<file path="config.mk">
export PLATFORM = sky130hd
export DESIGN_NAME = adc_sample_filter_flat
export DESIGN_NICKNAME = d
export VERILOG_FILES = /design/src/rtl/tsal_pkg.sv /design/src/rtl/adc_sample_filter_if.sv /design/src/rtl/sample_watchdog.sv /design/src/rtl/adc_sample_filter.sv /design/src/flat_wrapper.sv
export SDC_FILE = /design/constraint.sdc
export NUM_CORES = 1
export LEC_CHECK = 0
export ABC_CLOCK_PERIOD_IN_PS = 4900
export BUFFER_PORTS_ARGS = -buffer_cell sky130_fd_sc_hd__clkbuf_2
export CORE_MARGIN = 2
export CORE_UTILIZATION = 60
export DETAILED_ROUTE_END_ITERATION = 12
export PLACE_DENSITY = 0.89
export SLEW_MARGIN = 25
export SYNTH_ARGS = -nofsm -noshare
export SYNTH_HDL_FRONTEND = slang
export SYNTH_HIERARCHICAL = 1
export SYNTH_SLANG_ARGS = --single-unit
</file>
<file path="constraint.sdc">
create_clock -name clk -period 4.9 [get_ports clk]
set_input_delay 0.98 -clock clk [delete_from_list [all_inputs] [get_ports clk]]
set_output_delay 0.98 -clock clk [all_outputs]
set_load 0.02 [all_outputs]
</file>
<file path="src/rtl/tsal_pkg.sv">
// Shared constants and state encoding for the ADC sample averaging path.
package tsal_pkg;

  localparam int ADC_W               = 12;
  localparam int DEF_LOG2_DEPTH      = 3;
  localparam int DEF_TIMEOUT_CYCLES  = 8000;

  typedef enum logic [1:0] {
    FILL  = 2'd0,
    RUN   = 2'd1,
    FAULT = 2'd2
  } tsal_state_t;

endpackage

</file>
<file path="src/rtl/adc_sample_filter_if.sv">
// Sample stream from the ADC controller in, window mean and status out.
interface adc_sample_filter_if #(
  parameter int DATA_W = 12
);

  logic [DATA_W-1:0] sample_in;
  logic              sample_valid;
  logic [DATA_W-1:0] avg_out;
  logic              avg_valid;
  logic              warm;
  logic              timeout_fault;

  modport master (
    output sample_in, sample_valid,
    input  avg_out, avg_valid, warm, timeout_fault
  );

  modport slave (
    input  sample_in, sample_valid,
    output avg_out, avg_valid, warm, timeout_fault
  );

endinterface

</file>
<file path="src/rtl/sample_watchdog.sv">
// Idle-cycle watchdog: expired rises TIMEOUT_CYCLES clocks after the last kick
// and stays high until the next kick.
module sample_watchdog #(
  parameter int TIMEOUT_CYCLES = 8000
) (
  input  logic clk,
  input  logic rst_n,
  input  logic kick,
  output logic expired
);

  localparam int            CNT_W = $clog2(TIMEOUT_CYCLES + 1);
  localparam logic [CNT_W-1:0] LIMIT = CNT_W'(TIMEOUT_CYCLES);

  logic [CNT_W-1:0] idle_cnt_r;
  logic [CNT_W-1:0] idle_cnt_next_s;
  logic             expired_r;

  // Saturating idle counter; a kick always wins over expiry.
  always_comb begin
    idle_cnt_next_s = idle_cnt_r;
    if (kick) begin
      idle_cnt_next_s = {CNT_W{1'b0}};
    end else if (idle_cnt_r != LIMIT) begin
      idle_cnt_next_s = idle_cnt_r + CNT_W'(1);
    end else begin
      idle_cnt_next_s = idle_cnt_r;
    end
  end

  // Counter and registered expiry flag.
  always_ff @(posedge clk or negedge rst_n) begin
    if (!rst_n) begin
      idle_cnt_r <= {CNT_W{1'b0}};
      expired_r  <= 1'b0;
    end else begin
      idle_cnt_r <= idle_cnt_next_s;
      expired_r  <= (idle_cnt_next_s == LIMIT);
    end
  end

  assign expired = expired_r;

endmodule

</file>
<file path="src/rtl/adc_sample_filter.sv">
// Power-of-two sliding-window mean of ADC conversions, with a stall watchdog
// that flushes the window when samples stop arriving.
module adc_sample_filter
  import tsal_pkg::*;
#(
  parameter int DATA_W         = ADC_W,
  parameter int LOG2_DEPTH     = DEF_LOG2_DEPTH,
  parameter int TIMEOUT_CYCLES = DEF_TIMEOUT_CYCLES
) (
  input logic                clk,
  input logic                rst_n,
  adc_sample_filter_if.slave bus
);

  localparam int DEPTH  = 1 << LOG2_DEPTH;
  localparam int SUM_W  = DATA_W + LOG2_DEPTH;
  localparam int FILL_W = LOG2_DEPTH + 1;
  localparam logic [FILL_W-1:0] FILL_FULL = FILL_W'(DEPTH);

  tsal_state_t             state_r;
  tsal_state_t             state_next_s;
  logic [DATA_W-1:0]       ring_r [DEPTH];
  logic [LOG2_DEPTH-1:0]   wr_ptr_r;
  logic [LOG2_DEPTH-1:0]   wr_ptr_next_s;
  logic [FILL_W-1:0]       fill_r;
  logic [FILL_W-1:0]       fill_next_s;
  logic [SUM_W-1:0]        sum_r;
  logic [SUM_W-1:0]        sum_next_s;
  logic [DATA_W-1:0]       avg_out_r;
  logic [DATA_W-1:0]       avg_out_next_s;
  logic                    avg_valid_r;
  logic                    avg_valid_next_s;
  logic                    warm_r;
  logic [DATA_W-1:0]       old_s;
  logic                    ring_we_s;
  logic                    ring_clr_s;
  logic                    expired_s;

  sample_watchdog #(
    .TIMEOUT_CYCLES (TIMEOUT_CYCLES)
  ) u_watchdog (
    .clk     (clk),
    .rst_n   (rst_n),
    .kick    (bus.sample_valid),
    .expired (expired_s)
  );

  assign old_s = ring_r[wr_ptr_r];

  // Next-state and datapath updates; an accepted sample takes priority over expiry.
  always_comb begin
    state_next_s     = state_r;
    wr_ptr_next_s    = wr_ptr_r;
    fill_next_s      = fill_r;
    sum_next_s       = sum_r;
    avg_out_next_s   = avg_out_r;
    avg_valid_next_s = 1'b0;
    ring_we_s        = 1'b0;
    ring_clr_s       = 1'b0;
    if (bus.sample_valid) begin
      // Flushed slots read as zero, so FILL and FAULT exit need no special case.
      ring_we_s     = 1'b1;
      sum_next_s    = sum_r + SUM_W'(bus.sample_in) - SUM_W'(old_s);
      wr_ptr_next_s = wr_ptr_r + LOG2_DEPTH'(1);
      if (fill_r != FILL_FULL) begin
        fill_next_s = fill_r + FILL_W'(1);
      end else begin
        fill_next_s = fill_r;
      end
      if (fill_next_s == FILL_FULL) begin
        state_next_s     = RUN;
        avg_valid_next_s = 1'b1;
        avg_out_next_s   = sum_next_s[SUM_W-1:LOG2_DEPTH];
      end else begin
        state_next_s = FILL;
      end
    end else if (expired_s && (state_r != FAULT)) begin
      state_next_s  = FAULT;
      ring_clr_s    = 1'b1;
      sum_next_s    = {SUM_W{1'b0}};
      fill_next_s   = {FILL_W{1'b0}};
      wr_ptr_next_s = {LOG2_DEPTH{1'b0}};
    end else begin
      state_next_s = state_r;
    end
  end

  // State, pointers, accumulator and registered outputs.
  always_ff @(posedge clk or negedge rst_n) begin
    if (!rst_n) begin
      state_r     <= FILL;
      wr_ptr_r    <= {LOG2_DEPTH{1'b0}};
      fill_r      <= {FILL_W{1'b0}};
      sum_r       <= {SUM_W{1'b0}};
      avg_out_r   <= {DATA_W{1'b0}};
      avg_valid_r <= 1'b0;
      warm_r      <= 1'b0;
    end else begin
      state_r     <= state_next_s;
      wr_ptr_r    <= wr_ptr_next_s;
      fill_r      <= fill_next_s;
      sum_r       <= sum_next_s;
      avg_out_r   <= avg_out_next_s;
      avg_valid_r <= avg_valid_next_s;
      warm_r      <= (state_next_s == RUN);
    end
  end

  // Sample ring storage, flushed on reset and on watchdog expiry.
  always_ff @(posedge clk or negedge rst_n) begin
    if (!rst_n) begin
      for (int i = 0; i < DEPTH; i++) begin
        ring_r[i] <= {DATA_W{1'b0}};
      end
    end else if (ring_clr_s) begin
      for (int i = 0; i < DEPTH; i++) begin
        ring_r[i] <= {DATA_W{1'b0}};
      end
    end else if (ring_we_s) begin
      ring_r[wr_ptr_r] <= bus.sample_in;
    end else begin
      ring_r[wr_ptr_r] <= ring_r[wr_ptr_r];
    end
  end

  assign bus.avg_out       = avg_out_r;
  assign bus.avg_valid     = avg_valid_r;
  assign bus.warm          = warm_r;
  assign bus.timeout_fault = expired_s;

endmodule

</file>
<file path="src/flat_wrapper.sv">
// flat-port wrapper written by rule: the top's interface ports become plain ports
module adc_sample_filter_flat import tsal_pkg::*;
#(
  parameter int DATA_W         = ADC_W,
  parameter int LOG2_DEPTH     = DEF_LOG2_DEPTH,
  parameter int TIMEOUT_CYCLES = DEF_TIMEOUT_CYCLES
)
  (clk, rst_n, bus_sample_in, bus_sample_valid, bus_avg_out, bus_avg_valid, bus_warm, bus_timeout_fault);
  adc_sample_filter_if #(.DATA_W(DATA_W)) bus_i ();
  input logic clk;
  input logic rst_n;
  input wire logic [$bits(bus_i.sample_in)-1:0] bus_sample_in;
  input wire logic [$bits(bus_i.sample_valid)-1:0] bus_sample_valid;
  output wire logic [$bits(bus_i.avg_out)-1:0] bus_avg_out;
  output wire logic [$bits(bus_i.avg_valid)-1:0] bus_avg_valid;
  output wire logic [$bits(bus_i.warm)-1:0] bus_warm;
  output wire logic [$bits(bus_i.timeout_fault)-1:0] bus_timeout_fault;
  assign bus_i.sample_in = bus_sample_in;
  assign bus_i.sample_valid = bus_sample_valid;
  assign bus_avg_out = bus_i.avg_out;
  assign bus_avg_valid = bus_i.avg_valid;
  assign bus_warm = bus_i.warm;
  assign bus_timeout_fault = bus_i.timeout_fault;
  adc_sample_filter #(.DATA_W(DATA_W), .LOG2_DEPTH(LOG2_DEPTH), .TIMEOUT_CYCLES(TIMEOUT_CYCLES)) u_core (.clk(clk), .rst_n(rst_n), .bus(bus_i));
endmodule
</file>
==> results.toml <==
[global_route]
grt_start_max_net_pins = 98
grt_pass1_vias = 7069
grt_overflow = 0
grt_pass1_wl_um = 35600
antenna_found_initial = 0
track_usage_pct = 31.0

[status]
outcome = "finished clean"

[clock_tree]
h-tree-depth = 4
cts_tree = "built"
cts_root_buffer = "clkbuf_16"
postCtsSetupBuffers = 0
cts_buffers = 17
numClockSinks = 148
ctsResizeCount = 0
hold_buffers = 0
insertion_delay_ns = 0.43
clkTransAtPathRegs_ns = 0.07
clk_path_buf_depth = 2

[routing]
drt_wl_total_um = 22200
drc = 0
num_vias = 7200
dr.first_iter.drc_count = 911
viasPerCell = 6.32
ant_nets = 0
drt_first_pass_iters = 5
wl_per_cell_um = 19.4

[floorplanning]
die_y_um = 123
num_rows = 43
start_util_pct = 61.1
dieArea_sq_um = 15000
core_sq_um = 13800
ios = 30
die_x_um = 123

[synthesis]
synth_area_sq_um = 8450
synth_cell_type_count = 73
yosys.cell_count.top_type = "nand2_1"
synth_edf_count = 0
synthTopCellsByArea = "dfrtp_1, nand2_1, a21oi_1"
yosysSeqAreaShare_pct = 43.8
synth_ff_type = "dfrtp_1"
yosys_warnings = 6
synth_area_per_cell_sq_um = 8.95
syn_nets = 991
async_flop_share_pct = 100
synth_seq_cells = 148
synthTopCellsByCount = "nand2_1, dfrtp_1, a21oi_1"
netlist_instances = 944
netlist.area_leader.share_pct = 43.8
yosys.area.top_type = "dfrtp_1"

[sta]
finalSetupViolCount = 0
fin_setup_tns_ns = 0
min_period_ns = 4.27
max-slew-margin-rel_pct = 26.0
fmaxAchievable_mhz = 234
finalCritPeriodShare_pct = 87.1
finClkSkew_ns = 0.0126
slew_violations = 0
hold_viol_final = 0
rsz0062_at_grt = "no"
fin_ws_ns = 0.632
worst_pin_slew_ns = 1.10

[place]
dp.cells = 1108
hpwl_um = 14100
place_ws_ns = 0.834
routabilityCongestion = 0.905
io_buffer_count = 29

[critical_path]
worstPathArrival_ns = 4.62
cp_max_fo = 13
end_kind = "register"
cp.required_ns = 5.25
critPathKind = "register to register"
cp-start-kind = "register"

[final_layout]
nNetsFinal = 994
syn_to_final_growth_pct = 9.93
stdcell_count = 1140
diodes = 0
drive_above_1_share_pct = 13.4

[worst_hold_path]
min_path_type = "register to register"

[flow_run]
drv_cap = 0
state kept, by name, summed over array words and instances, names as in the netlist:
| register | cells |
|---|---|
| u_core/wr_ptr_r | 3 |
| u_core/fill_r | 4 |
| u_core/bus.avg_out | 12 |
| u_core/sum_r | 15 |
| u_core/bus.warm | 1 |
| u_core/u_watchdog/idle_cnt_r | 13 |
| u_core/bus.avg_valid | 1 |
| u_core/state_r | 2 |
| u_core/ring_r | 96 |
| u_core/u_watchdog/expired | 1 |
per-stage QoR:
| step | hold WS [ns] | util (%) | instance area [sq um] |
|---|---|---|---|
| CTS | 0.492 | 67.1 | 9280 |
| finish | 0.491 | 67.2 | 9290 |
| global route | 0.508 | 67.2 | 9290 |
| floorplan | 0.449 | - | 8450 |
| global placement | 0.460 | 62.7 | 8670 |
| detailed placement | 0.471 | 62.7 | 8670 |
cells by family after synthesis:
group           count (synthesis)  synth area share, %
simple gates                  371                 19.6
compound gates                205                 15.6
flops                         148                 43.8
buf+inv                       125                 6.40
mux                            43                 6.69
fa+ha+maj                      32                 5.80
xor+xnor                       20                 2.07
placed cells by master (no fill, tap or decap), drive strengths merged, types with 12 or more instances in the layout:
cell type	count
nand2	238
dfrtp	148
a21oi	110
inv	70
clkbuf	46
nor2	45
mux2	22
o21ai	21
ha	20
buf	15
nand3	14
xnor2	13
mux2i	13
a22o	12
fa	12
worst paths after layout:
check	end	depth (start not counted)	startpoint	slack [ns]
setup / recovery	u_core/sum_r[14]$_DFFE_PN0P_	12	u_core/wr_ptr_r[2]$_DFFE_PN0P_	0.63
hold / removal	u_core/bus.avg_out[0]$_DFFE_PN0P_	2	u_core/bus.avg_out[0]$_DFFE_PN0P_	0.49
setup reg to reg	u_core/sum_r[14]$_DFFE_PN0P_	12	u_core/wr_ptr_r[2]$_DFFE_PN0P_	0.63
hold reg to reg	u_core/bus.avg_out[0]$_DFFE_PN0P_	2	u_core/bus.avg_out[0]$_DFFE_PN0P_	0.49
max in group asynchronous	u_core/bus.avg_out[8]$_DFFE_PN0P_	2	rst_n	3.33
min in group asynchronous	u_core/ring_r[68]$_DFFE_PN0P_	1	rst_n	0.61
per-layer routing:
metal / wire length [um] / share of wire [%] / up-vias / global-route usage, %
li1: - / - / 3204 / -
met1: 8860 / 40 / 3471 / 41.1
met2: 10400 / 47 / 434 / 48.0
met3: 2040 / 9.2 / 91 / 6.83
met4: 902 / 4.1 / 0 / 15.5
met5: 0 / 0 / - / 0
final cells by class:
| class | instances | area, sq um |
|---|---|---|
| clock buffers | 18 | 439 |
| clock inverters | 14 | 175 |
| fillers | 1029 | 4540 |
| inverters | 66 | 248 |
| multi-input cells | 671 | 4240 |
| flip-flops and latches | 148 | 3700 |
| well taps | 180 | 225 |
| repair buffers | 43 | 256 |
worst max-delay path, stage by stage (launching register included):
cell	delay, ns
dfrtp_1	0.61
inv_1	0.38
a221oi_1	0.39
o221ai_1	0.24
fa_1	0.53
inv_1	0.04
ha_1	0.42
and3_4	0.24
a211o_1	0.29
or2_4	0.28
o41ai_4	0.41
o21ai_0	0.19
a21boi_1	0.18
Power is left out: the tool's default activity adds up to more than one toggle a clock period on the data nets, which glitch-free logic cannot reach.
